**src/rtl/apb_req_arbiter_if.sv**
```systemverilog
`default_nettype none
// ============================================================================
// Module      : apb_req_arbiter_if
// Description : Requester-side and APB-side signal bundle for apb_req_arbiter.
// Revision    : 1.0 - initial release
// ============================================================================
interface apb_req_arbiter_if #(
  parameter int NUM_REQ = 4,
  parameter int ADDR_W  = 32,
  parameter int DATA_W  = 32
);
  logic [NUM_REQ-1:0]        req_valid;
  logic [NUM_REQ-1:0]        req_write;
  logic [NUM_REQ*ADDR_W-1:0] req_addr;
  logic [NUM_REQ*DATA_W-1:0] req_wdata;
  logic [NUM_REQ-1:0]        req_ready;
  logic [NUM_REQ-1:0]        rsp_valid;
  logic [DATA_W-1:0]         rsp_rdata;
  logic                      rsp_err;

  logic                      psel;
  logic                      penable;
  logic [ADDR_W-1:0]         paddr;
  logic                      pwrite;
  logic [DATA_W-1:0]         pwdata;
  logic                      pready;
  logic [DATA_W-1:0]         prdata;

  // Arbiter view: consumes requests, drives the APB master port.
  modport master (
    input  req_valid, req_write, req_addr, req_wdata,
    output req_ready, rsp_valid, rsp_rdata, rsp_err,
    output psel, penable, paddr, pwrite, pwdata,
    input  pready, prdata
  );

  // Environment view: requesters plus the APB slave fabric.
  modport slave (
    output req_valid, req_write, req_addr, req_wdata,
    input  req_ready, rsp_valid, rsp_rdata, rsp_err,
    input  psel, penable, paddr, pwrite, pwdata,
    output pready, prdata
  );
endinterface
`default_nettype wire

```
**src/rtl/apb_req_arbiter.sv**
```systemverilog
`default_nettype none
// ============================================================================
// Module      : apb_req_arbiter
// Description : Round-robin arbiter sharing one APB master port among NUM_REQ
//               requesters. Define APB_ARB_TIMEOUT_EN to build the ACCESS
//               wait-state timeout (limit set by TIMEOUT).
// Revision    : 1.0 - initial release
// ============================================================================
module apb_req_arbiter #(
  parameter int NUM_REQ = 4,
  parameter int ADDR_W  = 32,
  parameter int DATA_W  = 32,
  parameter int TIMEOUT = 16
) (
  input wire                clk,
  input wire                rst_n,
  apb_req_arbiter_if.master bus
);

  localparam int IDX_W = $clog2(NUM_REQ);

  generate
    if (NUM_REQ < 2 || NUM_REQ > 8) begin : g_bad_num_req
      $error("apb_req_arbiter: NUM_REQ must be in 2..8");
    end
    if (TIMEOUT < 1) begin : g_bad_timeout
      $error("apb_req_arbiter: TIMEOUT must be at least 1");
    end
  endgenerate

  typedef enum logic [1:0] {
    ST_IDLE   = 2'd0,
    ST_SETUP  = 2'd1,
    ST_ACCESS = 2'd2
  } state_t;

  state_t              r_state;
  logic [IDX_W-1:0]    r_rr_ptr;
  logic [IDX_W-1:0]    r_owner;
  logic                r_psel;
  logic                r_penable;
  logic                r_pwrite;
  logic [ADDR_W-1:0]   r_paddr;
  logic [DATA_W-1:0]   r_pwdata;
  logic [NUM_REQ-1:0]  r_req_ready;
  logic [NUM_REQ-1:0]  r_rsp_valid;
  logic [DATA_W-1:0]   r_rsp_rdata;

  logic                w_found;
  logic [IDX_W-1:0]    w_idx;
  logic [IDX_W-1:0]    w_winner;
  logic [IDX_W-1:0]    w_ptr_next;
  logic [NUM_REQ-1:0]  w_grant_oh;
  logic [NUM_REQ-1:0]  w_owner_oh;
  logic                w_sel_write;
  logic [ADDR_W-1:0]   w_sel_addr;
  logic [DATA_W-1:0]   w_sel_wdata;

`ifdef APB_ARB_TIMEOUT_EN
  localparam int CNT_W = $clog2(TIMEOUT + 1);
  logic [CNT_W-1:0]    r_tmo_cnt;
  logic                r_rsp_err;
`endif

  // Scan from r_rr_ptr upward with wrap-around; the first valid requester wins.
  always_comb begin
    w_found  = 1'b0;
    w_idx    = '0;
    w_winner = '0;
    for (int k = 0; k < NUM_REQ; k++) begin
      w_idx = IDX_W'((int'(r_rr_ptr) + k) % NUM_REQ);
      if (!w_found && bus.req_valid[w_idx]) begin
        w_found  = 1'b1;
        w_winner = w_idx;
      end
    end
  end

  always_comb begin
    w_grant_oh  = '0;
    w_owner_oh  = '0;
    w_sel_write = 1'b0;
    w_sel_addr  = '0;
    w_sel_wdata = '0;
    for (int k = 0; k < NUM_REQ; k++) begin
      if (w_winner == IDX_W'(k)) begin
        w_grant_oh[k] = w_found;
        w_sel_write   = bus.req_write[k];
        w_sel_addr    = bus.req_addr[k*ADDR_W +: ADDR_W];
        w_sel_wdata   = bus.req_wdata[k*DATA_W +: DATA_W];
      end
      w_owner_oh[k] = (r_owner == IDX_W'(k));
    end
  end

  assign w_ptr_next = (w_winner == IDX_W'(NUM_REQ - 1)) ? '0 : w_winner + IDX_W'(1);

  always_ff @(posedge clk or negedge rst_n) begin
    if (!rst_n) begin
      r_state     <= ST_IDLE;
      r_rr_ptr    <= '0;
      r_owner     <= '0;
      r_psel      <= 1'b0;
      r_penable   <= 1'b0;
      r_pwrite    <= 1'b0;
      r_paddr     <= '0;
      r_pwdata    <= '0;
      r_req_ready <= '0;
      r_rsp_valid <= '0;
      r_rsp_rdata <= '0;
`ifdef APB_ARB_TIMEOUT_EN
      r_tmo_cnt   <= '0;
      r_rsp_err   <= 1'b0;
`endif
    end else begin
      r_req_ready <= '0;
      r_rsp_valid <= '0;
      case (r_state)
        ST_IDLE: begin
          if (w_found) begin
            r_paddr     <= w_sel_addr;
            r_pwrite    <= w_sel_write;
            r_pwdata    <= w_sel_write ? w_sel_wdata : '0;
            r_psel      <= 1'b1;
            r_req_ready <= w_grant_oh;
            r_owner     <= w_winner;
            r_rr_ptr    <= w_ptr_next;
            r_state     <= ST_SETUP;
`ifdef APB_ARB_TIMEOUT_EN
            r_tmo_cnt   <= '0;
`endif
          end
        end
        ST_SETUP: begin
          r_penable <= 1'b1;
          r_state   <= ST_ACCESS;
        end
        ST_ACCESS: begin
          // pready has priority over a timeout hit in the same cycle.
          if (bus.pready) begin
            r_psel      <= 1'b0;
            r_penable   <= 1'b0;
            r_rsp_valid <= w_owner_oh;
            r_rsp_rdata <= r_pwrite ? '0 : bus.prdata;
            r_state     <= ST_IDLE;
`ifdef APB_ARB_TIMEOUT_EN
            r_rsp_err   <= 1'b0;
          end else if (r_tmo_cnt == CNT_W'(TIMEOUT - 1)) begin
            r_psel      <= 1'b0;
            r_penable   <= 1'b0;
            r_rsp_valid <= w_owner_oh;
            r_rsp_rdata <= '0;
            r_rsp_err   <= 1'b1;
            r_state     <= ST_IDLE;
          end else begin
            r_tmo_cnt   <= r_tmo_cnt + CNT_W'(1);
`endif
          end
        end
        default: r_state <= ST_IDLE;
      endcase
    end
  end

  assign bus.psel      = r_psel;
  assign bus.penable   = r_penable;
  assign bus.paddr     = r_paddr;
  assign bus.pwrite    = r_pwrite;
  assign bus.pwdata    = r_pwdata;
  assign bus.req_ready = r_req_ready;
  assign bus.rsp_valid = r_rsp_valid;
  assign bus.rsp_rdata = r_rsp_rdata;
`ifdef APB_ARB_TIMEOUT_EN
  assign bus.rsp_err   = r_rsp_err;
`else
  assign bus.rsp_err   = 1'b0;
`endif

endmodule
`default_nettype wire
```
**src/flat_wrapper.sv**
```systemverilog
// flat-port wrapper written by rule: the top's interface ports become plain ports
module apb_req_arbiter_flat 
#(
  parameter int NUM_REQ = 4,
  parameter int ADDR_W  = 32,
  parameter int DATA_W  = 32,
  parameter int TIMEOUT = 16
)
  (clk, rst_n, bus_req_valid, bus_req_write, bus_req_addr, bus_req_wdata, bus_req_ready, bus_rsp_valid, bus_rsp_rdata, bus_rsp_err, bus_psel, bus_penable, bus_paddr, bus_pwrite, bus_pwdata, bus_pready, bus_prdata);
  apb_req_arbiter_if #(.NUM_REQ(NUM_REQ), .ADDR_W(ADDR_W), .DATA_W(DATA_W)) bus_i ();
  input wire clk;
  input wire rst_n;
  input wire logic [$bits(bus_i.req_valid)-1:0] bus_req_valid;
  input wire logic [$bits(bus_i.req_write)-1:0] bus_req_write;
  input wire logic [$bits(bus_i.req_addr)-1:0] bus_req_addr;
  input wire logic [$bits(bus_i.req_wdata)-1:0] bus_req_wdata;
  output wire logic [$bits(bus_i.req_ready)-1:0] bus_req_ready;
  output wire logic [$bits(bus_i.rsp_valid)-1:0] bus_rsp_valid;
  output wire logic [$bits(bus_i.rsp_rdata)-1:0] bus_rsp_rdata;
  output wire logic [$bits(bus_i.rsp_err)-1:0] bus_rsp_err;
  output wire logic [$bits(bus_i.psel)-1:0] bus_psel;
  output wire logic [$bits(bus_i.penable)-1:0] bus_penable;
  output wire logic [$bits(bus_i.paddr)-1:0] bus_paddr;
  output wire logic [$bits(bus_i.pwrite)-1:0] bus_pwrite;
  output wire logic [$bits(bus_i.pwdata)-1:0] bus_pwdata;
  input wire logic [$bits(bus_i.pready)-1:0] bus_pready;
  input wire logic [$bits(bus_i.prdata)-1:0] bus_prdata;
  assign bus_i.req_valid = bus_req_valid;
  assign bus_i.req_write = bus_req_write;
  assign bus_i.req_addr = bus_req_addr;
  assign bus_i.req_wdata = bus_req_wdata;
  assign bus_req_ready = bus_i.req_ready;
  assign bus_rsp_valid = bus_i.rsp_valid;
  assign bus_rsp_rdata = bus_i.rsp_rdata;
  assign bus_rsp_err = bus_i.rsp_err;
  assign bus_psel = bus_i.psel;
  assign bus_penable = bus_i.penable;
  assign bus_paddr = bus_i.paddr;
  assign bus_pwrite = bus_i.pwrite;
  assign bus_pwdata = bus_i.pwdata;
  assign bus_i.pready = bus_pready;
  assign bus_i.prdata = bus_prdata;
  apb_req_arbiter #(.NUM_REQ(NUM_REQ), .ADDR_W(ADDR_W), .DATA_W(DATA_W), .TIMEOUT(TIMEOUT)) u_core (.clk(clk), .rst_n(rst_n), .bus(bus_i));
endmodule
```
**config.mk**
```make
export PLATFORM = sky130hd
export DESIGN_NAME = apb_req_arbiter_flat
export DESIGN_NICKNAME = d
export VERILOG_FILES = /design/src/rtl/apb_req_arbiter_if.sv /design/src/rtl/apb_req_arbiter.sv /design/src/flat_wrapper.sv
export SDC_FILE = /design/constraint.sdc
export NUM_CORES = 1
export LEC_CHECK = 0
export CORE_AREA = 2 2 158 160
export DETAILED_ROUTE_END_ITERATION = 7
export DIE_AREA = 0 0 160 162
export PLACE_DENSITY = 0.69
export SLEW_MARGIN = 40
export SYNTH_ARGS = -nofsm -noshare
export SYNTH_HDL_FRONTEND = slang
export SYNTH_SLANG_ARGS = --single-unit
```
**constraint.sdc**
```tcl
create_clock -name clk -period 2.8 [get_ports clk]
set_input_delay 0.56 -clock clk [delete_from_list [all_inputs] [get_ports clk]]
set_output_delay 0.56 -clock clk [all_outputs]
set_load 0.005 [all_outputs]
```
Word level (Yosys, flattened, before mapping)
Index checks and enable logic that the tools add are counted.

$add $sub $neg: 4. Order comparisons: 4. Equality and inequality tests: 10. Mux-type cells: 46. Reductions and logical operators: 16.

Operators by type and width (count): $mux 32 (10); $mux 1 (18); $mux 4 (4); $mux 2 (7); $lt 2x3->1 const B (4); $eq 2x2->1 const B (5); $bmux 1 s2 (4); $reduce_and 2->1 (4); $eq 2x1->1 const B (3); $logic_not 2->1 (3); $pmux 2 s3 (1); $add 2x1->2 const B (2); $add 2x2->2 const B (2); $pmux 1 s2 (2); $reduce_bool 2->1 (2); $logic_and 1x1->1 (3); $logic_not 1->1 (3); $reduce_and 3->1 (1); $ne 2x1->1 const B (1); $ne 2x2->1 const B (1).

Register bits after elaboration: 113. Input port bits: 299.

Depth between registers and ports, before layout
Gate-level depths: netlist of run 1.

Word-level depth: 18. Mapped depth: 12. Mapped depth without buffers: 9.

Worst setup path before layout of run 1
No wires, ideal clock.

Path type: input to register. From: input port bus_req_valid[3]. To: register u_core.r_pwdata[24], in the netlist u_core.bus.pwdata[24]. Library setup time: 0.121 ns. Arrival time: 2.332 ns. Required time: 2.679 ns. Path slack: 0.347 ns. Stages: 11. Cell sequence: nand2b_1 > a21oi_1 > a311oi_1 > nand2b_1 > ha_1 > nor2b_1 > buf_2 > buf_1 > a221oi_1 > o31ai_1 > a22o_1.

Cells in the longest elaborated chain, start to end: 18.

Ends and longest elaborated chain: start, declared (line flat_wrapper.sv:13) `input wire logic [$bits(bus_i.req_valid)-1:0] bus_req_valid;`; $bmux 1 s2 (line apb_req_arbiter.sv:72) `if (!w_found && bus.req_valid[w_idx]) begin`; $mux 1 (implied by the code) (line apb_req_arbiter.sv:72); $mux 1 (line apb_req_arbiter.sv:72); $logic_not 1->1 (line apb_req_arbiter.sv:72); $logic_and 1x1->1 (line apb_req_arbiter.sv:72); $mux 1 (line apb_req_arbiter.sv:72); $logic_not 1->1 (line apb_req_arbiter.sv:72); $logic_and 1x1->1 (line apb_req_arbiter.sv:72); $mux 1 (line apb_req_arbiter.sv:72); $logic_not 1->1 (line apb_req_arbiter.sv:72); $logic_and 1x1->1 (line apb_req_arbiter.sv:72); $mux 2 (line apb_req_arbiter.sv:72); $logic_not 2->1 (line apb_req_arbiter.sv:86) `if (w_winner == IDX_W'(k)) begin`; $mux 32 or $mux 1 (tied branches) (4 in a row) (line apb_req_arbiter.sv:86); $mux 32 (line apb_req_arbiter.sv:123) `r_pwdata <= w_sel_write ? w_sel_wdata : '0;`; end signal, assigned (line apb_req_arbiter.sv:123); end, declared (line apb_req_arbiter.sv:44) `logic [DATA_W-1:0] r_pwdata;`.

Parallel ways exist; a longest one is shown, timed or not. The select of a mux whose other input is x is not followed. A chain may end at the register's enable or synchronous reset.

Worst setup path after layout of run 1
From: input port bus_req_valid[3]. To: register u_core.r_pwdata[6], in the netlist u_core.bus.pwdata[6].

The elaborated chain is that of the path after synthesis.

==> out/metrics.yaml, run 1 <==
timing:
  tns_ps: 0
  max_slew_margin_pct: 56.6
  rsz0062_at_grt: "true"
  worst_pin_slew_ps: 651
  fmax_mhz: 366
  period_minus_slack_ps: 2740
  setup_slack_ps: 64.1
  report.final.hold_viol_count: 0
  finalClockSkew_ps: 11.6
  setup_violations: 0
  fin_crit_sh_pct: 97.7
  slew_violations: 0
floorplan:
  core_area_mm2: 0.0241
  rows: 57
  dieArea_mm2: 0.0259
  pin_count: 407
  initial_core_util_pct: 25.8
  die_w_um: 160
  die_h_um: 162
cts:
  cts.htree.levels: 4
  tritoncts: "done"
  post_cts_buffers: 0
  clkTransAtPathRegs_ps: 60
  ctsHoldBuffers: 0
  clock_latency_ps: 410
  cts_root_buffer: "clkbuf_16"
  clkSinkCount: 113
  clk_path_buf_depth: 2
  cts_buffers: 17
finish:
  nets: 1386
  antenna_cells: 0
  syn_to_final_growth_pct: 85.2
  final_cell_mix: "clkdlybuf4s50_1, dfrtp_1, nand2_1"
  multi_input_area_mm2: 0.00303
  drive_gt1_share_pct: 7.85
  final_common_cell: "clkdlybuf4s50_1"
  fin_area_mm2: 0.0115
  fill_cells: 2340
  final_util_pct: 47.8
  layout.area.seq_mm2: 0.00283
detailed_routing:
  ant_nets: 0
  wl_met1_mm: 10.6
  drt_iter0_markers: 425
  routed_wl_mm: 26.4
  dr.pass1.iters: 7
  via_count: 6930
  met2_length_mm: 12.6
  routed_via_density: 4.88
  wl_per_cell_um: 18.6
  wl_met3_mm: 2.15
  routed.top_layer: "met5"
  drc: 0
synth:
  synth-edff-count: 0
  syn_area_mm2: 0.00622
  yosys_warnings: 0
  yosysUniqueCellTypes: 34
  synth-main-ff-cell: "dfrtp_1"
  syn_inst: 690
  synth-seq-area-share_pct: 45.5
  ys_ff_latch: 113
  syn-num-nets: 993
  async_reset_ff_share_pct: 100
  syn_avg_cell_area_um2: 9.01
power:
  p_leak_nw: 4.77
  ir_drop_uv: 428
  p_per_area_mw_per_mm2: 1030
grt:
  grt_first_pass_wirelength_mm: 39.4
  gr-total-overflow: 0
  grtUsageTotal_pct: 19.6
  antenna_found_initial: 1
  grt_pass1_vias: 7114
  grt_max_degree: 114
critical_path:
  path_max_fanout: 14
  path_delay_family: "compound AO/OA/AOI/OAI gates"
  max_stage_delay_ps: 500
  critical_path_required_ps: 3100
  cp_cell_sequence: "clkdlybuf4s50_1 -> nand2b_4 -> a21oi_2 -> a311oi_1 -> nand2b_2 -> ha_1 -> nor2b_4 -> buf_12 -> a221oi_1 -> o31ai_1 -> a22o_1"
  crit_slowest_cell: "clkdlybuf4s50_1"
  worstPathArrival_ps: 3030
  startpoint_type: "primary input"
  rrSetupSlack_ps: 220
  cp-end-kind: "register"
  critPathBufInv: 2
  worst-setup-path-type: "primary input to register"
placed_design:
  placed_area_mm2: 0.0108
  io_buffers: 405
  place_ws_ps: -499
  gp_congestion: 0.875
  place_hpwl_mm: 19.2
min_path:
  hold_class: "primary input to async pin"
run_status:
  status: "completed"
job:
  cap_viol_max_count: 0
[per-layer routing]
layer / up-vias / track usage, %
li1: 3286 / -
met1: 3237 / 22.8
met2: 341 / 33.2
met3: 64 / 6.10
met4: 2 / 9.46
met5: - / 0
[cell usage after synthesis, drive strengths merged, types with 23 or more instances]
cell type | instances | share of area [%]
a211o | 32 | 4.5
nor2b | 34 | 3.4
a21oi | 67 | 5.4
nand2 | 75 | 4.5
a221oi | 64 | 9.0
dfrtp | 113 | 45
clkbuf | 47 | 2.8
nand2b | 36 | 3.6
o31ai | 32 | 3.9
o21ai | 36 | 2.9
inv | 36 | 2.2
a22o | 32 | 4.5
nor2 | 39 | 2.4
buf | 23 | 2.1
[what timing repair did]
action                     4_1_cts  5_1_grt
hold endpoints to repair         0        0
gates cloned                     0        1
resized for setup                2        7
pin swaps                        0        0
setup endpoints to repair        2       65
[state kept, by name (all words and copies together), names as in the netlist]
signal                flops
u_core.bus.paddr         32
u_core.bus.penable        1
u_core.bus.psel           1
u_core.bus.pwdata        32
u_core.bus.pwrite         1
u_core.bus.req_ready      4
u_core.bus.rsp_rdata     32
u_core.bus.rsp_valid      4
u_core.r_owner            2
u_core.r_rr_ptr           2
u_core.r_state            2
[layout make-up]
cell class              instances  share of cell area (%)
repair buffers                444                    39.0
well taps                     324                    3.52
inverters                      36                    1.17
clock inverters                15                    1.74
flip-flops and latches        113                    24.6
multi-input cells             471                    26.3
clock buffers                  17                    3.69
[logic make-up (layout without fill, tap and decap cells)]
kind of cell	after synthesis	in the layout	share of synthesized area, %
other	1	1	0.0603
flip-flops	113	113	45.5
buffers and inverters	106	512	7.14
AO/OA/AOI/OAI	269	269	31.0
adder cells (fa/ha/maj)	4	4	0.805
multiplexers	2	2	0.362
AND/OR/NAND/NOR	195	195	15.2
[final timing paths]
| kind | from | to | cells after the start |
|---|---|---|---|
| worst max-delay path | bus_req_valid[3] | u_core.bus.pwdata[6]$_DFFE_PN0P_ | 11 |
| worst min-delay path | rst_n | u_core.bus.pwdata[21]$_DFFE_PN0P_ | 2 |
| worst max register to register | u_core.r_rr_ptr[1]$_DFFE_PN0P_ | u_core.bus.paddr[24]$_DFFE_PN0P_ | 11 |
| worst min register to register | u_core.bus.rsp_rdata[6]$_DFFE_PN0P_ | u_core.bus.rsp_rdata[6]$_DFFE_PN0P_ | 2 |
| max in group asynchronous | rst_n | u_core.bus.paddr[1]$_DFFE_PN0P_ | 2 |
| min in group clk | u_core.bus.rsp_rdata[6]$_DFFE_PN0P_ | u_core.bus.rsp_rdata[6]$_DFFE_PN0P_ | 2 |
[metrics by stage]
stage,instances,hold slack (ps),power (mW)
floorplan,690,264,6.13
global placement,1387,459,9.37
detailed placement,1387,466,9.47
CTS,1419,262,11.9
global route,1420,274,12.7
finish,1420,213,11.8
[where the power goes]
group	switching [mW]	leakage, nW	internal [mW]	total [mW]
combinational	3.03	3.04	3.56	6.59
sequential	0.480	1.42	2.44	2.92
clock	0.898	0.300	1.43	2.33
total	4.41	4.77	7.43	11.8
No activity file was read; power rests on OpenSTA's default activity.
==> inputs of run 2 (changes only) <==
--- a/config.mk
+++ b/config.mk
@@ -5,10 +5,13 @@
 export SDC_FILE = /design/constraint.sdc
 export NUM_CORES = 1
 export LEC_CHECK = 0
-export CORE_AREA = 2 2 158 160
+export CELL_PAD_IN_SITES_DETAIL_PLACEMENT = 1
+export CELL_PAD_IN_SITES_GLOBAL_PLACEMENT = 1
+export CORE_ASPECT_RATIO = 0.8
+export CORE_MARGIN = 1
+export CORE_UTILIZATION = 25
 export DETAILED_ROUTE_END_ITERATION = 7
-export DIE_AREA = 0 0 160 162
-export PLACE_DENSITY = 0.69
+export PLACE_DENSITY = 0.88
 export SLEW_MARGIN = 40
 export SYNTH_ARGS = -nofsm -noshare
 export SYNTH_HDL_FRONTEND = slang
==> run 2 against run 1 <==
Compared with the run above:
- wire length increased by 12%
- cell area grew 0.55%
- total power up 1.7%
- highest routed layer is now met4
==> out/metrics.yaml, run 2 (synthesis gave the netlist of run 1 again) <==
critical_path:
  startpoint_type: "primary input"  # unchanged
  worstReg2RegStart: "u_core.r_rr_ptr[1]$_DFFE_PN0P_"  # unchanged
  path_max_fanout: 31  # was 14
  max_stage_delay_ps: 500  # about the same
  critical_path_required_ps: 3130  # was 3100 ps
  worst-setup-path-type: "primary input to register"  # unchanged
  cp_cell_sequence: "clkdlybuf4s50_1 -> nand2b_1 -> a21oi_2 -> a311o_1 -> nor2_1 -> ha_2 -> buf_4 -> a221oi_1 -> a211o_1 -> a21oi_1"  # was clkdlybuf4s50_1 -> nand2b_4 -> a21oi_2 -> a311oi_1 -> nand2b_2 -> ha_1 -> nor2b_4 -> buf_12 -> a221oi_1 -> o31ai_1 -> a22o_1
  worstPathArrival_ps: 3110  # was 3030 ps
  crit_slowest_cell: "clkdlybuf4s50_1"  # unchanged
  crit_start: "bus_req_valid[3]"  # unchanged
  cp-end-kind: "register"  # unchanged
min_path:
  hold_class: "primary input to async pin"  # unchanged
cts:
  cts_buffers: 17  # unchanged
  cts.htree.levels: 4  # unchanged
  clock_latency_ps: 420  # was 410 ps
  tritoncts: "done"  # unchanged
  clkSinkCount: 113  # unchanged
  clkTransAtPathRegs_ps: 70  # was 60 ps
  ctsHoldBuffers: 0  # unchanged
  clk_path_buf_depth: 2  # unchanged
  cts_root_buffer: "clkbuf_16"  # unchanged
placed_design:
  place_hpwl_mm: 22.4  # was 19.2 mm
  gp_congestion: 0.894  # was 0.875
  place_inst: 1391  # was 1387
  placed_area_mm2: 0.0109  # was 0.0108 mm^2
  io_buffers: 405  # unchanged
power:
  swShare_pct: 37.9  # was 37.2%
  ir_drop_uv: 369  # was 428 uV
  p_sw_mw: 4.57  # was 4.41 mW
  pwr-share-seq_pct: 24.6  # was 24.7%
  power_frac_comb_pct: 56.3  # was 55.7%
  power.internal_mw: 7.48  # was 7.43 mW
  p_leak_nw: 4.81  # was 4.77 nW
  p_per_area_mw_per_mm2: 1040  # was 1030 mW/mm^2
  clockPowerShare_pct: 19.2  # was 19.7%
finish:
  syn_to_final_growth_pct: 86.2  # was 85.2%
  drive_gt1_share_pct: 8.60  # was 7.85%
  final_util_pct: 47.5  # was 47.8%
  final_common_cell: "clkdlybuf4s50_1"  # unchanged
  nets: 1395  # was 1386
  final_cell_mix: "clkdlybuf4s50_1, dfrtp_1, nand2_1"  # unchanged
  fin_area_mm2: 0.0116  # was 0.0115 mm^2
  final_cells: 1424  # was 1420
timing:
  slew_violations: 0  # unchanged
  report.final.hold_viol_count: 0  # unchanged
  fin_crit_sh_pct: 99.5  # was 97.7%
  fmax_mhz: 359  # was 366 MHz
  finalClockSkew_ps: 15.5  # was 11.6 ps
  period_minus_slack_ps: 2790  # was 2740 ps
  setup_violations: 0  # unchanged
  rsz0062_at_grt: "true"  # unchanged
  tns_ps: 0  # unchanged
floorplan:
  die_h_um: 143  # was 162 um
  die_w_um: 178  # was 160 um
  rows: 51  # was 57
  dieArea_mm2: 0.0255  # was 0.0259 mm^2
  initial_core_util_pct: 25.5  # was 25.8%
  core_area_mm2: 0.0244  # was 0.0241 mm^2
  pin_count: 407  # unchanged
detailed_routing:
  dr.pass1.iters: 6  # was 7
  via_count: 7144  # was 6930
  wl_met1_mm: 11.7  # was 10.6 mm
  drt_iter0_markers: 374  # was 425
  met2_length_mm: 15.0  # was 12.6 mm
  wl_met3_mm: 2.14  # was 2.15 mm
  wl_per_cell_um: 20.7  # was 18.6 um
  drc: 0  # unchanged
  routed.top_layer: "met4"  # was met5
  routed_wl_mm: 29.4  # was 26.4 mm
  routed_via_density: 5.02  # was 4.88
  ant_nets: 0  # unchanged
run_status:
  status: "completed"  # unchanged
grt:
  gr-total-overflow: 0  # unchanged
  grt_max_degree: 70  # was 114
  grt_first_pass_wirelength_mm: 44.1  # was 39.4 mm
  grt_pass1_vias: 7762  # was 7114
  antenna_found_initial: 1  # unchanged
  grtUsageTotal_pct: 23.0  # was 19.6%
job:
  cap_viol_max_count: 0  # unchanged
## run 2: cell count changes in the layout (fill, tap and decap cells not counted), sizes merged
cell,previous run,this run
buf,39,49
diode,0,1
inv,41,40
## run 2: worst max-delay path, delay by kind of cell
| family | cells | cell delay, ps |
|---|---|---|
| AOI/OAI and AO/OA | 5 | 1050 |
| adders and majority gates | 1 | 280 |
| and+or+nand+nor | 2 | 330 |
| buffers and inverters | 2 | 870 |
## run 2: metal layers
metal  track usage [%]  vias up
met5                 0        -
met4              7.36        0
met3              6.44       34
met2              40.8      300
li1                  -     3307
met1              26.4     3503
## run 2: what timing repair did
item / CTS / global route
hold endpoints to repair: 0 / 0
setup endpoints to repair: 2 / 58
resized for setup: 3 / 6
setup buffers: 0 / 0
## run 2: final cells by class
type                            instances  area, um^2
Antenna cell                            1        2.50
Clock buffer                           18         429
Clock inverter                         14         180
Fill cell                            2759       12800
Inverter                               36         135
Multi-Input combinational cell        471        3020
Sequential cell                       113        2830
Tap cell                              318         398
Timing Repair Buffer                  453        4580
## run 2: through the flow
stage	worst slack (ps)	total power, mW	hold slack [ps]
finish	13.1	12.0	36.1
global route	-70.0	12.9	32.6
CTS	3.39	12.1	30.8
detailed placement	-465	9.73	472
global placement	-416	9.44	462
floorplan	347	6.13	264
## run 2: path summary, 6_finish.rpt
kind / endpoint / slack, ps / cells past startpoint
worst max-delay path: u_core.bus.paddr[27]$_DFFE_PN0P_ / 10 / 10
worst min-delay path: u_core.bus.paddr[17]$_DFFE_PN0P_ / 40 / 1
worst max register to register: u_core.bus.paddr[27]$_DFFE_PN0P_ / 150 / 8
worst min register to register: u_core.bus.rsp_rdata[6]$_DFFE_PN0P_ / 490 / 2
max in group asynchronous: u_core.r_state[0]$_DFFE_PN0P_ / 2070 / 2
min in group clk: u_core.bus.rsp_rdata[6]$_DFFE_PN0P_ / 490 / 2
## run 2: power groups by stage
| stage | clock [mW] | sequential (mW) | combinational (mW) |
|---|---|---|---|
| global route | 2.42 | 3.05 | 7.39 |
| global placement | 0 | 2.92 | 6.52 |
| floorplan | 0 | 2.93 | 3.19 |
| finish | 2.31 | 2.96 | 6.78 |
| CTS | 2.37 | 2.96 | 6.81 |
| detailed placement | 0 | 2.97 | 6.76 |
==> inputs of run 3 (changes only) <==
--- a/config.mk
+++ b/config.mk
@@ -5,6 +5,7 @@
 export SDC_FILE = /design/constraint.sdc
 export NUM_CORES = 1
 export LEC_CHECK = 0
+export ABC_CLOCK_PERIOD_IN_PS = 2800
 export CELL_PAD_IN_SITES_DETAIL_PLACEMENT = 1
 export CELL_PAD_IN_SITES_GLOBAL_PLACEMENT = 1
 export CORE_ASPECT_RATIO = 0.8
==> results of run 3 <==
Same layout as run 2: the final DEF is identical, and so are final timing and power.
==> RTL change (config.mk and constraints of run 1) <==
Build with the macro `APB_ARB_TIMEOUT_EN` defined.
--- a/src/rtl/apb_req_arbiter.sv
+++ b/src/rtl/apb_req_arbiter.sv
@@ -8,2 +8,4 @@
 // ============================================================================
+`define APB_ARB_TIMEOUT_EN
+
 module apb_req_arbiter #(
Formal check against the unedited RTL: no difference found for any inputs over 4 cycles, from zero or initial values and one cycle with rst_n low; that may be too few to reach the edited logic, so the function may still have changed.
==> RTL change against run 1 <==
- critical path depth rose by 1
- synthesized cell count fell by 3.0%
- worst setup slack better by 0.081 ns
- global-route usage is 0.48 points higher
- register-to-register slack better by 0.03 ns
- design area up 1.1%
- synthesized area up 2.7%
- sequential cell count up 6
- power fell by 3.0%
- count of clock-buffer cells in the layout unchanged
- highest routed layer is now met4
- largest cell class unchanged
- wire length increased by 2.6%
==> RTL change: results (changes against run 1) <==
\begin{tabular}{lr}
\hline
Metric & Value \\
\hline
\multicolumn{2}{l}{\textbf{Synthesis}} \\
\quad Cells taking the most area after synthesis & sky130\_fd\_sc\_hd\_\_dfrtp\_1 47\%, sky130\_fd\_sc\_hd\_\_a221oi\_1 8.8\%, sky130\_fd\_sc\_hd\_\_a22o\_1 8.6\% (was sky130\_fd\_sc\_hd\_\_dfrtp\_1 45\%, sky130\_fd\_sc\_hd\_\_a221oi\_1 9.0\%, sky130\_fd\_sc\_hd\_\_a21oi\_1 5.4\%) \\
\quad Sequential fraction of the synthesis area & 0.466 (was 0.455) \\
\quad Netlist cell types & 33 (was 34) \\
\quad Synthesized cell area & 6380 um2 (was 6220 um2) \\
\quad Most used standard cells in the synthesized netlist & 119 x sky130\_fd\_sc\_hd\_\_dfrtp\_1, 71 x sky130\_fd\_sc\_hd\_\_a21oi\_1, 64 x sky130\_fd\_sc\_hd\_\_a221oi\_1 (was 113 x sky130\_fd\_sc\_hd\_\_dfrtp\_1, 75 x sky130\_fd\_sc\_hd\_\_nand2\_1, 67 x sky130\_fd\_sc\_hd\_\_a21oi\_1) \\
\multicolumn{2}{l}{\textbf{Pwr}} \\
\quad Switching fraction of total power & 0.381 (was 0.372) \\
\quad Peak ir drop on the vdd network & 0.513 mV (was 0.428 mV) \\
\multicolumn{2}{l}{\textbf{Setup path}} \\
\quad Worst reg2reg path endpoint & u\_core.bus.pwdata[15] (was u\_core.bus.paddr[24]) \\
\quad Largest fanout on the critical path & 33 (was 14) \\
\quad Critical path data arrival time & 2.96 ns (was 3.03 ns) \\
\quad Worst-case register-to-register setup slack & 0.25 ns (was 0.22 ns) \\
\quad CP max stage delay & 0.48 ns (was 0.50 ns) \\
\quad Depth of the worst register-to-register path & 10 (was 11) \\
\multicolumn{2}{l}{\textbf{Global routing}} \\
\quad Vias in the first global route & 7177 (was 7114) \\
\quad Total GRT Usage & 0.201 (was 0.196) \\
\quad Wire length of the first global-routing pass & 40600 um (was 39400 um) \\
\multicolumn{2}{l}{\textbf{Place}} \\
\quad Post-placement worst setup slack & -0.607 ns (was -0.499 ns) \\
\quad Number of buffers added on ports & 406 (was 405) \\
\quad Cell Area, Placed & 11000 um2 (was 10800 um2) \\
\quad Placer congestion estimate & 0.889 (was 0.875) \\
\quad Placed Cells incl. Taps & 1356 (was 1387) \\
\multicolumn{2}{l}{\textbf{Clock tree}} \\
\quad Post\_cts resized & 3 (was 2) \\
\multicolumn{2}{l}{\textbf{Drt}} \\
\quad Drt first-iter violations & 525 (was 425) \\
\quad Per-cell routed wire length & 19.5 um (was 18.6 um) \\
\quad Number of iterations in the first detailed-routing pass & 4 (was 7) \\
\quad DRT Wirelength & 27100 um (was 26400 um) \\
\multicolumn{2}{l}{\textbf{Timing}} \\
\quad Setup Skew & 0.0125 ns (was 0.0116 ns) \\
\multicolumn{2}{l}{\textbf{Layout}} \\
\quad Share of post-route cells with drive strength above 1 & 0.0723 (was 0.0785) \\
\multicolumn{2}{l}{\textbf{Run status}} \\
\quad Run status & completed (unchanged) \\
\hline
\end{tabular}
-- RTL change: cell types whose count changed after synthesis, moves of 4 or more --
cell / delta
sky130_fd_sc_hd__a22o_1: +31
sky130_fd_sc_hd__o21ai_0: -25
sky130_fd_sc_hd__ha_1: +5
sky130_fd_sc_hd__a21oi_1: +4
sky130_fd_sc_hd__nand2_1: -25
sky130_fd_sc_hd__dfrtp_1: +6
sky130_fd_sc_hd__inv_1: +5
sky130_fd_sc_hd__buf_2: +10
sky130_fd_sc_hd__nand2b_1: -31
sky130_fd_sc_hd__clkbuf_1: -9
-- RTL change: kinds of logic after synthesis --
family          count (synthesis)  synth area share
mux                             2           0.00314
flops                         119             0.466
compound gates                283             0.331
simple gates                  147             0.113
fa+ha+maj                       9            0.0176
buf+inv                       109            0.0686
-- RTL change: power groups by stage --
| stage | combinational, mW | sequential, mW | clock, mW |
|---|---|---|---|
| floorplan | 3.11 | 2.96 | 0 |
| global placement | 6.19 | 2.96 | 0 |
| detailed placement | 6.28 | 2.96 | 0 |
| CTS | 6.34 | 2.94 | 2.30 |
| global route | 6.85 | 3.04 | 2.39 |
| finish | 6.30 | 2.95 | 2.24 |
-- RTL change: layer usage --
layer	global-route usage	wire length, um	vias up
met3	0.0592	2100	48
li1	-	-	3268
met2	0.338	13100	366
met5	0	0	-
met1	0.241	10900	3381
met4	0.0872	928	0
-- RTL change: area by class of cell --
type | count | area [um2] | share of cell area
sequential | 119 | 2980 | 0.256
multi-input combinational | 441 | 3070 | 0.264
timing repair buffer | 433 | 4430 | 0.381
tap | 324 | 405 | 0.0348
clock inverter | 15 | 178 | 0.0153
clock buffer | 17 | 425 | 0.0365
inverter | 40 | 150 | 0.0129
antenna | 1 | 2.50 | 0.000215
